File: src/rtl/rgb_led_pkg.sv
// rtl/rgb_led_pkg.sv - shared types and constants for the RGB LED PWM controller
package rgb_led_pkg;

  localparam int NUM_LEDS   = 4;
  localparam int NUM_COLORS = 3;
  localparam int PWM_W      = 8;

  typedef logic [PWM_W-1:0] duty_t;

  typedef enum logic [1:0] {
    COL_R   = 2'd0,
    COL_G   = 2'd1,
    COL_B   = 2'd2,
    COL_ALL = 2'd3
  } color_e;

  typedef enum logic {
    S_IDLE    = 1'b0,
    S_PENDING = 1'b1
  } state_e;

  // True when a write with colour selector sel must update colour slot col.
  function automatic logic color_hit(input logic [1:0] sel, input logic [1:0] col);
    return (sel == COL_ALL) || (sel == col);
  endfunction

endpackage

File: src/rtl/rgb_pwm_timebase.sv
// rtl/rgb_pwm_timebase.sv - prescaler and PWM step counter with frame boundary strobe
module rgb_pwm_timebase #(
  parameter int PRESCALE = 390,
  parameter int PWM_BITS = 8
) (
  input  logic                CLK,
  input  logic                RST,
  output logic [PWM_BITS-1:0] pwm_cnt,
  output logic                fb
);

  localparam int PRE_W = (PRESCALE > 1) ? $clog2(PRESCALE) : 1;
  localparam logic [PRE_W-1:0] PRE_MAX = PRE_W'(PRESCALE - 1);

  logic [PRE_W-1:0] pre_cnt;
  logic             step;

  assign step = (pre_cnt == PRE_MAX);
  assign fb   = step && (pwm_cnt == '1);

  always_ff @(posedge CLK or posedge RST) begin
    if (RST) begin
      pre_cnt <= '0;
      pwm_cnt <= '0;
    end else begin
      if (step) begin
        pre_cnt <= '0;
        pwm_cnt <= pwm_cnt + 1'b1;
      end else begin
        pre_cnt <= pre_cnt + 1'b1;
      end
    end
  end

endmodule

File: src/rtl/rgb_led_pwm_ctrl.sv
// rtl/rgb_led_pwm_ctrl.sv - 12-channel PWM LED driver with shadow table and frame-aligned commit
module rgb_led_pwm_ctrl
  import rgb_led_pkg::*;
#(
  parameter int PRESCALE = 390,
  parameter int PWM_BITS = 8
) (
  input  logic       CLK,
  input  logic       RST,
  input  logic       cfg_valid,
  output logic       cfg_ready,
  input  logic [1:0] cfg_led,
  input  logic [1:0] cfg_color,
  input  logic [7:0] cfg_duty,
  input  logic       cfg_commit,
  output logic       commit_pending,
  output logic       frame_tick,
  output logic [3:0] led_r,
  output logic [3:0] led_g,
  output logic [3:0] led_b
);

  logic [PWM_BITS-1:0] pwm_cnt;
  logic                fb;
  state_e              state;

  duty_t shadow [NUM_LEDS][NUM_COLORS];
  duty_t active [NUM_LEDS][NUM_COLORS];

  rgb_pwm_timebase #(
    .PRESCALE(PRESCALE),
    .PWM_BITS(PWM_BITS)
  ) u_timebase (
    .CLK    (CLK),
    .RST    (RST),
    .pwm_cnt(pwm_cnt),
    .fb     (fb)
  );

  // cfg_ready is low throughout PENDING, which is what freezes the shadow table.
  always_ff @(posedge CLK or posedge RST) begin
    if (RST) begin
      for (int i = 0; i < NUM_LEDS; i++)
        for (int c = 0; c < NUM_COLORS; c++)
          shadow[i][c] <= '0;
    end else if (cfg_valid && cfg_ready) begin
      for (int c = 0; c < NUM_COLORS; c++)
        if (color_hit(cfg_color, 2'(c)))
          shadow[cfg_led][c] <= cfg_duty;
    end
  end

  always_ff @(posedge CLK or posedge RST) begin
    if (RST) begin
      state          <= S_IDLE;
      cfg_ready      <= 1'b1;
      commit_pending <= 1'b0;
      for (int i = 0; i < NUM_LEDS; i++)
        for (int c = 0; c < NUM_COLORS; c++)
          active[i][c] <= '0;
    end else begin
      case (state)
        S_IDLE: begin
          if (cfg_commit) begin
            state          <= S_PENDING;
            cfg_ready      <= 1'b0;
            commit_pending <= 1'b1;
          end
        end
        S_PENDING: begin
          if (fb) begin
            for (int i = 0; i < NUM_LEDS; i++)
              for (int c = 0; c < NUM_COLORS; c++)
                active[i][c] <= shadow[i][c];
            state          <= S_IDLE;
            cfg_ready      <= 1'b1;
            commit_pending <= 1'b0;
          end
        end
        default: begin
          state          <= S_IDLE;
          cfg_ready      <= 1'b1;
          commit_pending <= 1'b0;
        end
      endcase
    end
  end

  always_ff @(posedge CLK or posedge RST) begin
    if (RST) begin
      frame_tick <= 1'b0;
      led_r      <= '0;
      led_g      <= '0;
      led_b      <= '0;
    end else begin
      frame_tick <= fb;
      for (int i = 0; i < NUM_LEDS; i++) begin
        led_r[i] <= (active[i][COL_R] > pwm_cnt);
        led_g[i] <= (active[i][COL_G] > pwm_cnt);
        led_b[i] <= (active[i][COL_B] > pwm_cnt);
      end
    end
  end

endmodule

File: config.mk
export PLATFORM = sky130hd
export DESIGN_NAME = rgb_led_pwm_ctrl
export DESIGN_NICKNAME = d
export VERILOG_FILES = /design/src/rtl/rgb_led_pkg.sv /design/src/rtl/rgb_pwm_timebase.sv /design/src/rtl/rgb_led_pwm_ctrl.sv
export SDC_FILE = /design/constraint.sdc
export NUM_CORES = 1
export LEC_CHECK = 0
export ABC_AREA = 1
export BUFFER_PORTS_ARGS = -buffer_cell sky130_fd_sc_hd__buf_2
export CAP_MARGIN = 20
export CORE_MARGIN = 8
export CORE_UTILIZATION = 30
export CTS_CLUSTER_SIZE = 12
export DETAILED_ROUTE_END_ITERATION = 12
export SLEW_MARGIN = 0
export SYNTH_ARGS = -nofsm -noshare
export SYNTH_HDL_FRONTEND = slang
export SYNTH_SLANG_ARGS = --single-unit
File: constraint.sdc
create_clock -name CLK -period 7.3 [get_ports CLK]
set_input_delay 0.365 -clock CLK [delete_from_list [all_inputs] [get_ports CLK]]
set_output_delay 0.365 -clock CLK [all_outputs]
set_load 0.005 [all_outputs]
==> results.py <==
metrics = {
    "run_status": {
        "outcome": "complete, no violations",
    },
    "yosys": {
        "synthFlopType": "dfrtp_1",
        "synth_simple_gate_area_share": 0.227,
        "synth_top_family_by_area": "simple AND/OR/NAND/NOR gates",
        "synth_compound_area_frac": 0.0851,
        "avgSynthCellArea_um2": 8.89,
        "syn-num-nets": 1349,
        "yosys_register_bits": 225,
        "synth_edf_count": 0,
        "synth_sequential_area_ratio": 0.515,
        "synth.most_common_cell": "nand2_1",
        "synthXorXnorAreaFrac": 0.00640,
        "synth.area.top_cells": "dfrtp_1, nand2_1, ha_1",
        "synth_area_um2": 10900,
        "synth_common_cells": "nand2_1, dfrtp_1, ha_1, o21ai_0, nand4_1",
        "ys_types": 23,
        "async_reset_ff_frac": 1.00,
        "muxShareOfSynthArea": 0,
        "synth_top_area_frac": 0.512,
        "synthAdderAreaFrac": 0.117,
        "synthCells": 1231,
        "yosysWarnings": 0,
        "yosysTopAreaCell": "dfrtp_1",
    },
    "timing": {
        "fin_crit_sh": 0.407,
        "timing.final.crit_period_ns": 2.97,
        "clock_skew_ns": 0.0161,
        "relSlewSlack": 0.242,
        "rsz0062_at_grt": "no",
        "fmax_mhz": 337,
        "tightest_slew_ns": 1.14,
        "finalSetupViolCount": 0,
        "maxSlewViolCount": 0,
        "hold_viol": 0,
        "fin_tns_setup_ns": 0,
    },
    "route": {
        "drt_pre_antenna_iters": 4,
        "routed_wirelength_mm": 26.0,
        "via_count": 8286,
        "wl_per_cell_um": 15.1,
        "remaining_drc_errors": 0,
        "ant_nets": 0,
        "initialDrtViolationCount": 572,
        "viasPerCell": 4.81,
    },
    "critical_path": {
        "critPathCaptureType": "flop",
        "cp.buffers_inverters": 1,
        "path_max_fanout": 97,
        "crit_arrival_ns": 3.33,
        "crit_type": "flop to flop",
        "cp_top_family": "flip-flops",
        "cp_common_cell": "nand2_1",
        "crit_chain": "ha_1 > nand3_1 > nor3_4 > buf_4 > nand2_1 > nand2_1 > o21ai_0",
        "slowest_delay_ns": 0.90,
        "slowest_stage": "dfrtp_1",
        "worstPathRequired_ns": 7.66,
        "critPathLaunchType": "flop",
        "path_depth": 7,
        "reg2reg_depth": 7,
    },
    "run": {
        "maxCapViolations": 0,
    },
    "placed_design": {
        "gp_congestion": 0.745,
        "post_dp_cell_area_um2": 11500,
        "port_buffers": 30,
        "dp_hpwl_mm": 15.2,
    },
    "clock_tree": {
        "path_clk_slew_ns": 0.06,
        "cts_tree": "done",
        "cts_root_buffer": "clkbuf_16",
        "cts_sinks": 225,
        "clk_latency_ns": 0.53,
        "numCtsBuffers": 25,
        "cts_max_path_buffers": 3,
        "holdBufCountCts": 0,
        "h-tree-depth": 1,
        "post_cts_resized": 0,
        "cts_setup_buffers": 0,
    },
    "die": {
        "core_um2": 36300,
        "rows": 70,
        "die_h_um": 207,
        "dieArea_um2": 42800,
        "num_io_pins": 31,
        "dieWidth_um": 207,
        "start_util": 0.302,
    },
    "hold_path": {
        "hold_path_depth": 3,
        "hold_path.class": "primary input to flop",
    },
    "power_and_ir_drop": {
        "p_leak_nw": 6.62,
        "vdd.ir_drop.worst_v": 0.000129,
        "p_per_area_nw_per_um2": 229,
    },
    "layout": {
        "final_area_um2": 12400,
        "syn_to_final_growth_pct": 13.1,
        "drive_gt1_frac": 0.0663,
        "layout.nets": 1351,
        "fill_cells": 3784,
        "ff_latch_area_um2": 5630,
        "final_util": 0.341,
        "multi_input_area_um2": 4780,
    },
    "global_route": {
        "globalRouteTotalUtil": 0.121,
        "grt_pass1_vias": 8316,
        "antenna_found_initial": 0,
        "grt-ovfl-total": 0,
        "grt_first_pass_wirelength_mm": 43.2,
        "grt_start_max_net_pins": 148,
    },
}
## path summary, 6_finish.rpt
kind / slack, ns / from / to
worst max-delay path: 4.33 / u_timebase.pwm_cnt[0] / state
worst min-delay path: 0.14 / cfg_commit / state
worst max register to register: 4.33 / u_timebase.pwm_cnt[0] / state
worst min register to register: 0.47 / active[11] / active[11]
max in group asynchronous: 5.44 / RST / cfg_ready
min in group asynchronous: 0.37 / RST / shadow[7]
## per-layer routing
metal | track usage | routed length (µm) | vias up | part of all wire
met2 | 0.197 | 11500 | 131 | 0.44
met1 | 0.168 | 13100 | 4029 | 0.50
met5 | 0 | 0 | - | 0
li1 | - | - | 4104 | -
met3 | 0.0186 | 936 | 22 | 0.036
met4 | 0.0234 | 399 | 0 | 0.015
## worst reg2reg max path, cell delays in order, from the launching register on
cell and delay, ns:
dfrtp_1 0.90, ha_1 0.33, nand3_1 0.17, nor3_4 0.20, buf_4 0.81, nand2_1 0.21
nand2_1 0.09, o21ai_0 0.09
## through the flow
step,total power [mW],setup WS [ns],cells,hold WS (ns)
3_5_place_dp,1.60,4.35,1671,0.463
3_3_place_gp,1.59,4.37,1671,0.458
4_1_cts,2.86,4.33,1717,0.114
5_1_grt,2.95,4.14,1720,0.128
6_report,2.83,4.33,1721,0.138
2_1_floorplan,1.55,0.774,1231,0.442
## flip-flops by register name (all words and copies together) (netlist names)
register and flops:
u_timebase.pwm_cnt 8, led_g 4, led_b 4, commit_pending 1
active 96, shadow 96, u_timebase.pre_cnt 9, frame_tick 1
state 1, led_r 4, cfg_ready 1
## power breakdown
group	switching, mW	internal [mW]	total (mW)
Clock	0.506	0.748	1.25
Sequential	0.0605	1.36	1.42
Combinational	0.0987	0.0545	0.153
Total	0.666	2.17	2.83
## cells by family after synthesis
group | Yosys count
buf+inv | 141
compound gates | 174
simple gates | 581
xor+xnor | 8
flops | 225
fa+ha+maj | 102
## placed cells by master, fill, tap and decap left out, types with 2 or more instances in the layout
master and count:
nor2_1 40, inv_1 77, nor3_1 8, o21a_1 12
dfrtp_1 223, clkbuf_16 25, nand3_1 20, buf_16 2
nand4_1 99, nor3b_1 2, clkinv_2 4, ha_1 102
o21ai_0 102, buf_2 30, a21oi_1 48, buf_4 5
clkbuf_8 8, xor2_1 7, o21bai_1 12, clkbuf_1 7
nand2_1 408
## layout make-up
cell class,instances,area share
clock buffer,40,0.0616
antenna,1,0.000202
inverter,78,0.0243
sequential,225,0.455
timing repair buffer,38,0.0204
tap,468,0.0473
clock inverter,6,0.00475
multi-input combinational,865,0.386
Power figures use the tool's default switching activity.
